$ cat src/rtl/uart_tx.sv
// UART transmitter: start bit, 8 data bits LSB-first, optional parity, stop bit.
// Each bit is held for a latched, programmable number of clock cycles.
module uart_tx (
    input  logic       clk,
    input  logic       rst,
    input  logic [7:0] P_DATA,
    input  logic       Data_Valid,
    input  logic       PAR_EN,
    input  logic       PAR_TYP,
    input  logic [5:0] prescale,
    output logic       TX_OUT,
    output logic       Busy
);

    typedef enum logic [2:0] {
        StIdle,
        StStart,
        StData,
        StParity,
        StStop
    } state_e;

    state_e      state_q;
    logic [7:0]  data_q;
    logic        par_en_q;
    logic        par_typ_q;
    logic [5:0]  presc_q;
    logic [5:0]  cnt_q;
    logic [2:0]  bit_idx_q;
    logic        tx_out_q;
    logic        busy_q;

    logic        bit_end;
    logic        parity_bit;

    assign bit_end    = (cnt_q == presc_q - 6'd1);
    assign parity_bit = par_typ_q ? ~^data_q : ^data_q;

    always_ff @(posedge clk or negedge rst) begin
        if (!rst) begin
            state_q   <= StIdle;
            data_q    <= 8'd0;
            par_en_q  <= 1'b0;
            par_typ_q <= 1'b0;
            presc_q   <= 6'd0;
            cnt_q     <= 6'd0;
            bit_idx_q <= 3'd0;
            tx_out_q  <= 1'b1;
            busy_q    <= 1'b0;
        end else begin
            unique case (state_q)
                StIdle: begin
                    tx_out_q <= 1'b1;
                    busy_q   <= 1'b0;
                    if (Data_Valid) begin
                        data_q    <= P_DATA;
                        par_en_q  <= PAR_EN;
                        par_typ_q <= PAR_TYP;
                        // A prescale of 0 would never reach a bit boundary.
                        presc_q   <= (prescale == 6'd0) ? 6'd1 : prescale;
                        cnt_q     <= 6'd0;
                        bit_idx_q <= 3'd0;
                        tx_out_q  <= 1'b0;
                        busy_q    <= 1'b1;
                        state_q   <= StStart;
                    end
                end
                StStart: begin
                    if (bit_end) begin
                        cnt_q     <= 6'd0;
                        bit_idx_q <= 3'd0;
                        tx_out_q  <= data_q[0];
                        state_q   <= StData;
                    end else begin
                        cnt_q <= cnt_q + 6'd1;
                    end
                end
                StData: begin
                    if (bit_end) begin
                        cnt_q <= 6'd0;
                        if (bit_idx_q == 3'd7) begin
                            if (par_en_q) begin
                                tx_out_q <= parity_bit;
                                state_q  <= StParity;
                            end else begin
                                tx_out_q <= 1'b1;
                                state_q  <= StStop;
                            end
                        end else begin
                            bit_idx_q <= bit_idx_q + 3'd1;
                            tx_out_q  <= data_q[bit_idx_q + 3'd1];
                        end
                    end else begin
                        cnt_q <= cnt_q + 6'd1;
                    end
                end
                StParity: begin
                    if (bit_end) begin
                        cnt_q    <= 6'd0;
                        tx_out_q <= 1'b1;
                        state_q  <= StStop;
                    end else begin
                        cnt_q <= cnt_q + 6'd1;
                    end
                end
                StStop: begin
                    if (bit_end) begin
                        cnt_q    <= 6'd0;
                        tx_out_q <= 1'b1;
                        busy_q   <= 1'b0;
                        state_q  <= StIdle;
                    end else begin
                        cnt_q <= cnt_q + 6'd1;
                    end
                end
                default: begin
                    state_q  <= StIdle;
                    tx_out_q <= 1'b1;
                    busy_q   <= 1'b0;
                end
            endcase
        end
    end

    assign TX_OUT = tx_out_q;
    assign Busy   = busy_q;

endmodule

$ cat config.mk
export PLATFORM = sky130hd
export DESIGN_NAME = uart_tx
export DESIGN_NICKNAME = d
export VERILOG_FILES = /design/src/rtl/uart_tx.sv
export SDC_FILE = /design/constraint.sdc
export NUM_CORES = 1
export LEC_CHECK = 0
export CAP_MARGIN = 20
export CORE_ASPECT_RATIO = 0.75
export CORE_MARGIN = 5
export CORE_UTILIZATION = 59
export CTS_CLUSTER_SIZE = 25
export DETAILED_ROUTE_END_ITERATION = 7
export PLACE_DENSITY = 0.84
export SLEW_MARGIN = 5
export SYNTH_ARGS = -nofsm -noshare
export SYNTH_HDL_FRONTEND = slang
export SYNTH_SLANG_ARGS = --single-unit
$ cat constraint.sdc
create_clock -name clk -period 6.25 [get_ports clk]
set_input_delay 1.25 -clock clk [delete_from_list [all_inputs] [get_ports clk]]
set_output_delay 1.25 -clock clk [all_outputs]
set_load 0.02 [all_outputs]
* Word level (Yosys, flattened, before mapping)
Cells that the tools add are included.
** Storage, ports and cells
- Memory bits (read-only) :: 0
- Memory bits (writable) :: 0
- Bits of input ports :: 19
- Latch bits :: 0
- Register bits :: 30
- Memories kept :: 0
- Word-level logic and storage cells :: 72
** Operators by class
- $add $sub $neg :: 3
- Magnitude comparators :: 1
- Reduce and logical (&&, ||, !) cells :: 15
- Eq/ne operators :: 14
- Bitwise operators :: 1
- Multiplexer cells :: 29
- Multiply operators :: 0
- Shift-type cells :: 0
- Divide/modulo/power cells :: 0
** Operators with widths (count)
- 3-bit 2-to-1 mux :: 10
- 6-bit 2-to-1 mux :: 3
- 3-bit one-hot mux with 5 select lines :: 1
- 2-bit != test (second input constant) :: 7
- 6-bit one-hot mux with 2 select lines :: 1
- 1-bit 2-to-1 mux :: 10
- 3-bit one-hot mux with 3 select lines :: 1
- 8-bit XNOR reduction :: 1
- 8-bit parity :: 1
- 6-bit by 1-bit adder with 6-bit output (second input constant) :: 1
- 3-bit by 2-bit == test with 1-bit output (second input constant) :: 2
- 3-bit == test (second input constant) :: 2
- 6-bit == test :: 1
- 6-bit logical NOT :: 1
- 2-bit AND reduction :: 3
- 6-bit AND reduction :: 1
- 6-bit by 1-bit subtractor with 6-bit output (second input constant) :: 1
- 5-bit AND reduction :: 1
- 3-bit by 4-bit < comparator with 1-bit output (second input constant) :: 1
- 1-bit one-hot mux with 4 select lines :: 1
- 4-bit OR reduction :: 1
- 3-bit by 1-bit adder with 3-bit output (second input constant) :: 1
- 1-bit binary-select mux with 3-bit select :: 1
- 3-bit by 1-bit == test with 1-bit output (second input constant) :: 1
- other kinds (9) :: 9

* Longest topological paths before layout
- Depth in word-level cells :: 6
- Mapped depth :: 8
- Depth with buffers taken out :: 8

* Worst setup path after synthesis
Ideal clock, no wire load.
- Path type :: input port to flip-flop
- Start :: in Data_Valid
- End :: reg data_q[6]
- Setup time :: 125 ps
- Stages on the path :: 4
- Setup slack :: 3719 ps
- Data arrival time :: 2406 ps
- Path through :: inv_1 nor2_1 clkbuf_1 mux2_2
** On the way
- Cells in the longest elaborated chain, start to end :: 1
** RTL lines
- start: declaration :: line 7 : input logic Data_Valid,
- 2-bit AND reduction (no line)
- end signal: assignment :: line 42 : data_q <= 8'd0;
- end signal: assignment :: line 56 : data_q <= P_DATA;
- end: declaration :: line 24 : logic [7:0] data_q;
No other way between the ends.
A chain may end at the register's enable or synchronous reset.

* Worst setup path after layout
- Start :: reg presc_q[0]
- End :: reg bit_idx_q[2]
** On the way
- Cells in the longest elaborated chain, start to end :: 4
- Elaborated cells on any way between the ends :: 5
- Those cells by class :: 1 x add/sub; 3 x eq/ne; 1 x reduce/logical
** RTL lines
- start: declaration :: line 27 : logic [5:0] presc_q;
- start signal: assignment :: line 60 : presc_q <= (prescale == 6'd0) ? 6'd1 : prescale;
- 6-bit by 1-bit subtractor with 6-bit output (*) :: line 36 : assign bit_end = (cnt_q == presc_q - 6'd1);
- 6-bit == test (*) :: line 36
- 2-bit != test (no line)
- 5-bit AND reduction (no line) (*)
- end signal: assignment :: line 90 : bit_idx_q <= bit_idx_q + 3'd1;
- end: declaration :: line 29 : logic [2:0] bit_idx_q;
Every way passes the cells marked *; elsewhere a longest branch is shown, timed or not.

==> flow_metrics.py <==
metrics = {
    "timing": {
        "worst_hold_slack_ns": 0.547,
        "fmax_ghz": 0.366,
        "finalMaxSlewViolations": 0,
        "setup_ws_ns": 3.52,
        "fin_skew_ns": 0.00529,
        "post-route-period-util_pct": 43.7,
        "setup_tns_ns": 0,
        "grt_setup_unrepaired": "no",
        "layout_min_cycle_time_ns": 2.73,
        "slew-limit-headroom_pct": 66.8,
        "setup_viol": 0,
        "hold_viol": 0,
        "tightestPinTransition_ns": 0.494,
    },
    "detailed_routing": {
        "drc": 0,
        "firstDrtPassIters": 4,
        "routed_wl_um": 3420,
        "vias": 1330,
        "drt-wirelength-per-cell_um": 15.3,
        "vias_per_cell": 5.94,
        "drtAntennaViolNets": 0,
        "first_iter_violations": 112,
    },
    "setup_path": {
        "critPathLaunchType": "flip-flop",
        "crit_path_top_delay_cell": "or4b_1",
        "rr_worst_depth": 8,
        "timing.rr.start": "presc_q[0]$_DFFE_PN0P_",
        "r2r_slack_ns": 3.52,
        "required_ns": 6.45,
        "crit_chain": "inv_1 -> ha_1 -> nor2b_1 -> or3_1 -> a31oi_2 -> or4b_1 -> a31oi_2 -> mux2i_1",
        "crit_top_cell": "a31oi_2",
        "cp.arrival_ns": 2.93,
        "crit_path_end_kind": "flip-flop",
        "crit_path_max_incr_delay_ns": 0.53,
        "crit_type": "flip-flop to flip-flop",
        "worst-path-stages": 8,
        "r2r-end": "bit_idx_q[2]$_DFFE_PN0P_",
        "cp_top_family": "simple AND/OR/NAND/NOR gates",
        "critical_path_buf_inv_count": 1,
        "path_max_fanout": 8,
    },
    "global_route": {
        "grt_first_pass_wirelength_um": 6200,
        "grt_pass1_vias": 1318,
        "grt.total_usage_pct": 19.7,
        "grt_remaining_overflow": 0,
        "grt_start_max_net_pins": 31,
        "antenna_found_initial": 0,
    },
    "clocking": {
        "cts_buffers": 5,
        "hold_buffers": 0,
        "clkTransAtPathRegs_ns": 0.06,
        "clk_latency_ns": 0.28,
        "root_buffer": "clkbuf_8",
        "cts_tree": "done",
        "cts_sinks": 30,
        "cts.repair.resized": 0,
        "cts_buffer_depth": 2,
        "post_cts_buffers": 0,
        "htree_levels": 2,
    },
    "yosys": {
        "synth.distinct_cells": 37,
        "synth_seq_cells": 30,
        "ys_warn_count": 0,
        "yosys_most_used_dff": "dfrtp_1",
        "synth.avg_cell_area_um2": 10.4,
        "postSynth.asyncResetShare_pct": 100,
        "synth_area_um2": 1690,
        "syn-num-nets": 185,
        "synthCells": 162,
        "synth_edf_count": 0,
        "yosysSeqAreaShare_pct": 44.5,
    },
    "place": {
        "portBuffers": 20,
        "routabilityCongestion": 0.907,
        "hpwl_um": 2470,
        "dp_slack_ns": 3.55,
    },
    "power": {
        "power.share.clock_pct": 15.3,
        "swShare_pct": 39.1,
        "leakagePower_nw": 0.832,
        "p_seq_share_pct": 37.1,
        "power.density_nw_per_um2": 511,
        "p_sw_mw": 0.405,
        "power_mw": 1.03,
        "p_int_mw": 0.630,
        "p_comb_share_pct": 47.7,
        "vdd_drop_max_uv": 292,
    },
    "die": {
        "rows": 16,
        "core_area_um2": 2680,
        "die_w_um": 71.8,
        "die_h_um": 56.3,
        "boundaryPins": 21,
        "start_util_pct": 63.0,
        "dieArea_um2": 4040,
    },
    "min_path": {
        "hp-class": "flip-flop to flip-flop",
        "min_from": "bit_idx_q[1]$_DFFE_PN0P_",
        "hold_end": "bit_idx_q[1]$_DFFE_PN0P_",
        "hold_path_depth": 2,
    },
    "cells_and_area": {
        "layout.nets": 210,
        "antennaDiodeCount": 0,
        "drive_gt1_share_pct": 16.0,
        "final_util_pct": 75.5,
        "area_growth_pct": 19.9,
    },
    "run_status": {
        "status": "completed",
    },
    "job": {
        "maxCapViolations": 0,
    },
}
==> power by group through the flow <==
stage | logic (mW) | registers [mW] | clock network [mW]
finish | 0.493 | 0.384 | 0.158
detailed placement | 0.487 | 0.386 | 0
floorplan | 0.402 | 0.358 | 0
global route | 0.541 | 0.399 | 0.174
CTS | 0.493 | 0.383 | 0.163
global placement | 0.472 | 0.378 | 0
==> per-stage QoR <==
| stage | std cells | cell area [um2] |
|---|---|---|
| floorplan | 162 | 1690 |
| global placement | 216 | 1930 |
| detailed placement | 216 | 1930 |
| CTS | 224 | 2030 |
| global route | 224 | 2030 |
| finish | 224 | 2030 |
==> registers in the layout, indices dropped and copies added, names as in the netlist <==
name       flops
cnt_q          6
TX_OUT         1
par_en_q       1
Busy           1
par_typ_q      1
state_q        3
presc_q        6
data_q         8
bit_idx_q      3
==> cell type report <==
type                            count  area [um2]
Multi-Input combinational cell    119         888
Sequential cell                    30         752
Fill cell                         199         657
Timing Repair Buffer               22         215
Clock buffer                        7        86.3
Tap cell                           36        45.0
Inverter                            9        33.8
Clock inverter                      1        5.00
==> worst max path at each step <==
| stage | start | to | slack, ns |
|---|---|---|---|
| finish | presc_q[0]$_DFFE_PN0P_ | bit_idx_q[2]$_DFFE_PN0P_ | 3.52 |
| global route | presc_q[0]$_DFFE_PN0P_ | bit_idx_q[1]$_DFFE_PN0P_ | 3.34 |
| CTS | presc_q[0]$_DFFE_PN0P_ | bit_idx_q[2]$_DFFE_PN0P_ | 3.53 |
| detailed placement | presc_q[0]$_DFFE_PN0P_ | bit_idx_q[2]$_DFFE_PN0P_ | 3.55 |
| global placement | Data_Valid | presc_q[2]$_DFFE_PN0P_ | 3.60 |
| floorplan | Data_Valid | data_q[6]$_DFFE_PN0P_ | 3.72 |
==> layer usage <==
layer  GRT usage, %  wire [um]  vias to the layer above
met5              0          0                        -
met4           6.43         59                        0
met3           7.49        232                        9
li1               -          -                      638
met2           28.4       1540                       55
met1           27.3       1590                      628
==> worst register-to-register path: cells and delay by family, from the launching register on <==
| family | cells | cell delay (ns) |
|---|---|---|
| adders and majority gates | 1 | 0.23 |
| AOI/OAI and AO/OA | 2 | 0.71 |
| DFF | 1 | 0.39 |
| and+or+nand+nor | 3 | 1.01 |
| muxes | 1 | 0.23 |
| buffers and inverters | 1 | 0.07 |
==> cells by family (layout without fill, tap and decap cells) <==
family / count (synthesis) / in the layout / synth area share [%]
adder cells (fa/ha/maj): 4 / 4 / 2.96
AO/OA/AOI/OAI: 36 / 36 / 13.6
AND/OR/NAND/NOR: 46 / 46 / 15.1
XOR/XNOR: 15 / 15 / 7.78
flip-flops: 30 / 30 / 44.5
multiplexers: 18 / 18 / 13.1
buffers and inverters: 13 / 39 / 2.89
==> layout by cell type (no fill, tap or decap), types with 2 or more instances in the layout <==
cell / synthesis / routed
or4_1: 4 / 4
a21oi_1: 6 / 6
clkdlybuf4s50_1: 0 / 20
or3_1: 3 / 3
nand2_1: 13 / 13
xor2_1: 5 / 5
mux2i_1: 3 / 3
nand3_1: 4 / 4
a211oi_1: 3 / 3
clkbuf_8: 0 / 6
mux2_2: 13 / 13
nor2_1: 8 / 8
o21ai_0: 16 / 16
xnor2_1: 10 / 10
nor3_1: 3 / 3
a31oi_2: 2 / 2
inv_1: 9 / 9
nor2b_1: 3 / 3
buf_4: 0 / 2
and3b_1: 2 / 2
dfrtp_1: 29 / 29
ha_1: 4 / 4
mux4_2: 2 / 2
==> cells in the mapped netlist (5+ instances only) <==
cell type | n | share of area [%]
dfrtp_1 | 29 | 43
o21ai_0 | 16 | 4.7
mux2_2 | 13 | 8.7
nand2_1 | 13 | 2.9
xnor2_1 | 10 | 5.2
inv_1 | 9 | 2.0
nor2_1 | 8 | 1.8
a21oi_1 | 6 | 1.8
xor2_1 | 5 | 2.6
Power figures use the tool's default switching activity.
